[src/rtl/bus_router_pkg.sv]
// ----------------------------------------------------------------------------
// bus_router_pkg
// Shared types and constants for the bus_router block.
//   state_t        : router FSM states (IDLE, POP, ROUTE, PUSH)
//   ID_W           : width of the destination ID field at the packet top
//   DEF_BROADCAST  : default destination ID meaning "every device but source"
//   id_of()        : extracts the destination ID from a packet of any width
// ----------------------------------------------------------------------------
package bus_router_pkg;

  typedef enum logic [1:0] {
    IDLE  = 2'd0,
    POP   = 2'd1,
    ROUTE = 2'd2,
    PUSH  = 2'd3
  } state_t;

  localparam int ID_W = 8;
  localparam logic [ID_W-1:0] DEF_BROADCAST = 8'hFF;

  // Widest packet id_of() can take; callers zero-extend into this width.
  localparam int MAX_PKT_W = 1024;
  localparam int PKT_IDX_W = $clog2(MAX_PKT_W) + 1;

  // The ID sits in the top byte of the packet, whatever its real width.
  function automatic logic [ID_W-1:0] id_of(input logic [MAX_PKT_W-1:0] pkt,
                                           input logic [PKT_IDX_W-1:0] pktW);
    return pkt[pktW - PKT_IDX_W'(1) -: ID_W];
  endfunction

endpackage

[src/rtl/bus_router_rr_arbiter.sv]
// ----------------------------------------------------------------------------
// rr_arbiter
// Combinational round-robin arbiter. The request vector is rotated so that
// position 0 corresponds to 'ptr', the first set bit is found, and the
// offset is mapped back to an absolute device index.
//   req     : request bits, one per device
//   ptr     : index with highest priority this cycle (must be < N)
//   gnt     : one-hot grant (zero when nothing requests)
//   gnt_idx : binary index of the granted device
//   any     : at least one request is present
// ----------------------------------------------------------------------------
module rr_arbiter #(
  parameter int N  = 4,
  parameter int PW = (N > 1) ? $clog2(N) : 1
) (
  input  logic [N-1:0]  req,
  input  logic [PW-1:0] ptr,
  output logic [N-1:0]  gnt,
  output logic [PW-1:0] gnt_idx,
  output logic          any
);

  localparam logic [PW:0] N_EXT = (PW+1)'(N);

  logic [2*N-1:0] w_dbl;
  logic [N-1:0]   w_rot;
  logic [PW-1:0]  w_off;
  logic           w_found;
  logic [PW:0]    w_sum;

  // Doubling the vector lets a plain right shift act as a rotation.
  assign w_dbl = {req, req};
  assign w_rot = N'(w_dbl >> ptr);

  // Lowest set bit of the rotated vector is the winner's distance from ptr.
  always_comb begin
    w_off   = '0;
    w_found = 1'b0;
    for (int j = 0; j < N; j++) begin
      if (!w_found && w_rot[j]) begin
        w_found = 1'b1;
        w_off   = PW'(j);
      end
    end
  end

  // Map the offset back to an absolute index, wrapping modulo N.
  always_comb begin
    w_sum = {1'b0, ptr} + {1'b0, w_off};
    if (w_sum >= N_EXT) begin
      gnt_idx = PW'(w_sum - N_EXT);
    end else begin
      gnt_idx = PW'(w_sum);
    end
    any = w_found;
    gnt = w_found ? (N'(1) << gnt_idx) : '0;
  end

endmodule

[src/rtl/bus_router.sv]
// ----------------------------------------------------------------------------
// bus_router
// N-port packet router. Arbitrates round-robin among pending device FIFOs,
// pops one packet, decodes its destination ID and delivers it to the
// addressed device, or to all other devices on broadcast.
//   clk       : system clock (rising edge)
//   reset     : synchronous active-high reset
//   pndng     : per-device "FIFO head valid"
//   D_pop     : per-device FIFO head data
//   pop       : one-cycle dequeue strobe, one-hot
//   push      : one-cycle delivery strobe, destination mask
//   D_push    : delivered packet, replicated on every lane, held after PUSH
//   busy      : FSM is not in IDLE
//   drop_cnt  : wrapping count of undeliverable packets
// ----------------------------------------------------------------------------
module bus_router
  import bus_router_pkg::*;
#(
  parameter int              drvrs     = 4,
  parameter int              pckg_sz   = 16,
  parameter logic [ID_W-1:0] broadcast = DEF_BROADCAST
) (
  input  logic                            clk,
  input  logic                            reset,
  input  logic [drvrs-1:0]                pndng,
  input  logic [drvrs-1:0][pckg_sz-1:0]   D_pop,
  output logic [drvrs-1:0]                pop,
  output logic [drvrs-1:0]                push,
  output logic [drvrs-1:0][pckg_sz-1:0]   D_push,
  output logic                            busy,
  output logic [15:0]                     drop_cnt
);

  localparam int PW = (drvrs > 1) ? $clog2(drvrs) : 1;

  state_t             r_state;
  state_t             w_nextState;
  logic [PW-1:0]      r_src;
  logic [drvrs-1:0]   r_srcOh;
  logic [PW-1:0]      r_rrPtr;
  logic [pckg_sz-1:0] r_hold;
  logic [drvrs-1:0]   r_push;
  logic [pckg_sz-1:0] r_dPush;
  logic [15:0]        r_dropCnt;

  logic [drvrs-1:0]   w_gnt;
  logic [PW-1:0]      w_gntIdx;
  logic               w_any;
  logic [ID_W-1:0]    w_id;
  logic [drvrs-1:0]   w_mask;

  rr_arbiter #(.N(drvrs), .PW(PW)) u_arb (
    .req     (pndng),
    .ptr     (r_rrPtr),
    .gnt     (w_gnt),
    .gnt_idx (w_gntIdx),
    .any     (w_any)
  );

  // Destination decode; broadcast wins over a numeric match, and a packet
  // addressed to its own source is treated as undeliverable.
  always_comb begin
    w_id   = id_of(MAX_PKT_W'(r_hold), PKT_IDX_W'(pckg_sz));
    w_mask = '0;
    if (w_id == broadcast) begin
      w_mask = ~r_srcOh;
    end else if ((w_id < ID_W'(drvrs)) && (w_id != ID_W'(r_src))) begin
      w_mask = drvrs'(1) << w_id;
    end
  end

  // State register.
  always_ff @(posedge clk) begin
    if (reset) begin
      r_state <= IDLE;
    end else begin
      r_state <= w_nextState;
    end
  end

  // Next-state logic: a drop skips PUSH and returns straight to IDLE.
  always_comb begin
    w_nextState = r_state;
    case (r_state)
      IDLE:    if (w_any) w_nextState = POP;
      POP:     w_nextState = ROUTE;
      ROUTE:   w_nextState = (w_mask != '0) ? PUSH : IDLE;
      PUSH:    w_nextState = IDLE;
      default: w_nextState = IDLE;
    endcase
  end

  // Datapath registers. push is loaded on the way into PUSH and cleared on
  // every other edge so it can never stay high for two cycles.
  always_ff @(posedge clk) begin
    if (reset) begin
      r_src     <= '0;
      r_srcOh   <= '0;
      r_rrPtr   <= '0;
      r_hold    <= '0;
      r_push    <= '0;
      r_dPush   <= '0;
      r_dropCnt <= '0;
    end else begin
      r_push <= '0;
      case (r_state)
        IDLE: begin
          if (w_any) begin
            r_src   <= w_gntIdx;
            r_srcOh <= w_gnt;
          end
        end
        POP: begin
          r_hold  <= D_pop[r_src];
          r_rrPtr <= (r_src == PW'(drvrs - 1)) ? '0 : r_src + 1'b1;
        end
        ROUTE: begin
          if (w_mask != '0) begin
            r_push  <= w_mask;
            r_dPush <= r_hold;
          end else begin
            r_dropCnt <= r_dropCnt + 16'd1;
          end
        end
        default: ;
      endcase
    end
  end

  // Outputs decoded from the registered state.
  always_comb begin
    pop  = (r_state == POP) ? r_srcOh : '0;
    busy = (r_state != IDLE);
  end

  assign push     = r_push;
  assign D_push   = {drvrs{r_dPush}};
  assign drop_cnt = r_dropCnt;

endmodule
[config.mk]
export PLATFORM = sky130hd
export DESIGN_NAME = bus_router
export DESIGN_NICKNAME = d
export VERILOG_FILES = /design/src/rtl/bus_router_pkg.sv /design/src/rtl/bus_router_rr_arbiter.sv /design/src/rtl/bus_router.sv
export SDC_FILE = /design/constraint.sdc
export NUM_CORES = 1
export LEC_CHECK = 0
export BUFFER_PORTS_ARGS = -buffer_cell sky130_fd_sc_hd__clkbuf_2
export CORE_ASPECT_RATIO = 0.9
export CORE_UTILIZATION = 51
export CTS_CLUSTER_DIAMETER = 200
export DETAILED_ROUTE_END_ITERATION = 10
export PLACE_DENSITY = 0.86
export REMOVE_ABC_BUFFERS = 1
export SYNTH_ARGS = -nofsm -noshare
export SYNTH_HDL_FRONTEND = slang
export SYNTH_SLANG_ARGS = --single-unit
[constraint.sdc]
create_clock -name clk -period 4.6 [get_ports clk]
set_input_delay 0.69 -clock clk [delete_from_list [all_inputs] [get_ports clk]]
set_output_delay 0.69 -clock clk [all_outputs]
set_load 0.02 [all_outputs]
==> summary.md <==
| Metric | Value |
|---|---|
| Die area | `7180 um^2` |
| DP Wirelength | `5.86 mm` |
| Area delta synth->final | `18.8%` |
| Drt wl/cell | `13.5 um` |
| Maxcap violations | `0` |
| I/O pin count | `159` |
| Chip width | `89.2 um` |
| Antenna diode count | `0` |
| Die height | `80.5 um` |
| Distinct cells, synth | `43` |
| Compound-Gate Fraction of Synth Area | `9.58%` |
| Core area | `6590 um^2` |
| Slew @ Worst Pin | `1110 ps` |
| Leak pwr | `1.89 nW` |
| Worst-path maximum fanout | `22` |
| Mapped Area | `3490 um^2` |
| Crit-path cells | `xnor2_1 -> a2111oi_4 -> buf_4 -> o21ai_2 -> mux2i_1 -> nor2_1` |
| Pwr Density | `346 nW/um^2` |
| Hold_buf cts | `0` |
| Slowest-stage cell, CP | `o21ai_2` |
| Remaining DRCs | `0` |
| Nature of the critical path startpoint | `flip-flop` |
| CTS tree | `done` |
| Slew headroom | `26.2%` |
| Number of iterations in the first detailed-routing pass | `4` |
| Data arrival, critical path | `2990 ps` |
| Warnings from Yosys | `0` |
| Post-Synth Adder-Cell Area | `1.08%` |
| Placement Rows | `28` |
| Max Fclk | `357 MHz` |
| Routed WL | `7.94 mm` |
| Clock Sinks | `62` |
| Hold Crit Class | `reg -> reg` |
| Clock Latency Late Sink | `330 ps` |
| Asr flop ratio synth | `0%` |
| Tcrit/Tclk final | `60.9%` |
| Worst hold stages | `2` |
| Initial antenna violation count | `0` |
| Mux cell area share after synthesis | `13.5%` |
| Post-synthesis register bit count | `62` |
| Worst r2r path cells | `6` |
| Hold Startpoint | `r_hold[0]` |
| Worst R2R Start | `r_src[1]` |
| Synth Area in XOR/XNOR | `4.52%` |
| Gate Count Post-Synth | `398` |
| Largest family of logic cells by synthesized area | `simple AND/OR/NAND/NOR gates` |
| CP Capture Type | `flip-flop` |
| Vias | `3,136` |
| EDFF count, synth | `0` |
| DRT antenna net count | `0` |
| Post-route setup TNS | `0 ps` |
| GR Overflow Total | `0` |
| CP max stage delay | `880 ps` |
| Clock skew | `6.77 ps` |
| Unrepaired setup endpoints after global routing | `false` |
| Clk slew on worst S/H paths | `70 ps` |
| Seq/Total Area, Yosys | `35.6%` |
| First-pass GRT wire length | `12.3 mm` |
| Crit. Startpoint | `r_src[1]` |
| Setup CP Type | `reg -> reg` |
| Placer Congestion | `0.807` |
| Root Driver | `clkbuf_8` |
| Tmin final | `2800 ps` |
| Critical Path RT | `4790 ps` |
| Post-CTS Setup Bufs | `0` |
| Hold_ws | `461 ps` |
| Initial DRC Count | `153` |
| Number of vias per cell | `5.32` |
| Max-slew violations | `0` |
| Placed Area | `3950 um^2` |
| Clock Tree Buf Depth | `2` |
| Finished Cell Area | `4140 um^2` |
| Final Net Count | `570` |
| PostCTS Resize Cnt | `0` |
| CTS H-tree depth | `3` |
| Layout cells sized above 1 | `39.7%` |
| Num CTS Buffers | `9` |
| Vias in the first global route | `2,722` |
| GR Util All Layers | `22.3%` |
| Setup Viol. Count Final | `0` |
| Simple-gate share of the synthesized area | `21.4%` |
| Run status | `finished clean` |
| Initial Utilization | `53.0%` |
| Final Hold Viols | `0` |
| Ys flop type | `dfxtp_1` |
| Maximum VDD drop | `0.195 mV` |
| Post-Syn Area per Cell | `8.76 um^2` |
| Buffers added on ports | `158` |
| Largest net degree at the start of global routing | `66` |
worst paths after layout:
path / endpoint / slack (ps)
max: r_dPush[7] / 1800
min reg2reg: r_hold[0] / 460
min: r_hold[0] / 460
max reg2reg: r_dPush[7] / 1800
cell usage after synthesis, drive strengths merged, types with 2 or more instances:
| library cell | number | area (um^2) |
|---|---|---|
| dfxtp | 62 | 1240 |
| buf | 57 | 413 |
| nand2 | 47 | 176 |
| nor2 | 36 | 135 |
| a21oi | 30 | 150 |
| clkbuf | 18 | 68.8 |
| mux4 | 16 | 360 |
| xnor2 | 16 | 140 |
| nand3 | 14 | 70.1 |
| nor3 | 13 | 65.1 |
| mux2i | 11 | 110 |
| nor4 | 9 | 56.3 |
| o21ai | 8 | 43.8 |
| nand4 | 7 | 43.8 |
| a31oi | 5 | 31.3 |
| inv | 5 | 18.8 |
| nand3b | 5 | 37.5 |
| and2 | 4 | 25.0 |
| and4 | 3 | 26.3 |
| ha | 3 | 37.5 |
| nor2b | 3 | 18.8 |
| or2 | 3 | 18.8 |
| a21o | 2 | 15.0 |
| and3 | 2 | 12.5 |
| nand2b | 2 | 12.5 |
| nor4b | 2 | 17.5 |
| o211ai | 2 | 15.0 |
| or3 | 2 | 12.5 |
| xor2 | 2 | 17.5 |
final cells by class:
class,instances,area (um^2)
clock buffers,12,165
inverters,5,18.8
flip-flops and latches,62,1240
clock inverters,1,30.0
repair buffers,163,828
well taps,90,113
multi-input cells,256,1750
fillers,584,2440
layer usage:
layer | part of all wire [%] | global-route usage (%) | routed length [um] | vias up
met5 | 0 | 0 | 0 | -
met4 | 0.57 | 6.35 | 45 | 0
met3 | 6.4 | 5.55 | 505 | 6
met2 | 51 | 37.7 | 4040 | 134
met1 | 42 | 28.0 | 3350 | 1452
li1 | - | - | - | 1544
per-stage QoR:
stage	cells	util [%]	setup WS [ps]	power [mW]
6_report	589	62.9	1800	1.43
5_1_grt	589	62.9	1530	1.51
4_1_cts	589	62.9	1780	1.44
3_3_place_gp	576	59.9	1870	0.960
2_1_floorplan	323	-	1810	0.860
3_5_place_dp	576	59.9	1780	0.971
kinds of logic (layout without fill, tap and decap cells):
logic type               count (synthesis)  after routing
buffers and inverters                   80            181
XOR/XNOR                                18             18
AO/OA/AOI/OAI                           54             54
multiplexers                            27             27
flip-flops                              62             62
AND/OR/NAND/NOR                        154            154
adder cells (fa/ha/maj)                  3              3
cell usage in the layout, fill, tap and decap left out, types with 2 or more instances in the layout:
master	Yosys	layout
a31oi_1	5	5
or2_2	3	3
buf_4	49	5
and2_1	4	4
xor2_1	2	2
dfxtp_1	62	62
xnor2_1	16	16
and4_1	3	3
o211ai_1	2	2
mux2i_1	11	11
inv_1	5	5
nor4b_1	2	2
nand4_1	7	7
nor4_1	9	9
nor2_1	36	36
a21o_1	2	2
nor2b_1	3	3
nor3_1	13	13
nand2_1	47	47
mux4_2	16	16
nand3b_1	5	5
or3_1	2	2
clkbuf_8	0	12
ha_1	3	3
clkbuf_2	1	158
a21oi_1	30	30
nand2b_1	2	2
o21ai_0	7	7
nand3_1	14	14
and3_1	2	2
flip-flops by register name, summed over array words and instances (netlist names):
register and flops:
r_srcOh 4, r_dPush 16, drop_cnt 16, r_rrPtr 2
r_src 2, r_state 2, push 4, r_hold 16
where the power goes:
group          total, mW  switching, mW  internal [mW]
registers          0.622         0.0484          0.574
clock network      0.473          0.187          0.286
logic              0.338          0.174          0.164
worst max-delay path, delay by kind of cell (launching register included):
family | cells | cell delay [ps]
buffers and inverters | 1 | 220
AO/OA/AOI/OAI | 2 | 1000
flip-flops | 1 | 860
multiplexers | 1 | 280
AND/OR/NAND/NOR | 1 | 60
XOR/XNOR | 1 | 250
No activity file was read; power rests on OpenSTA's default activity.
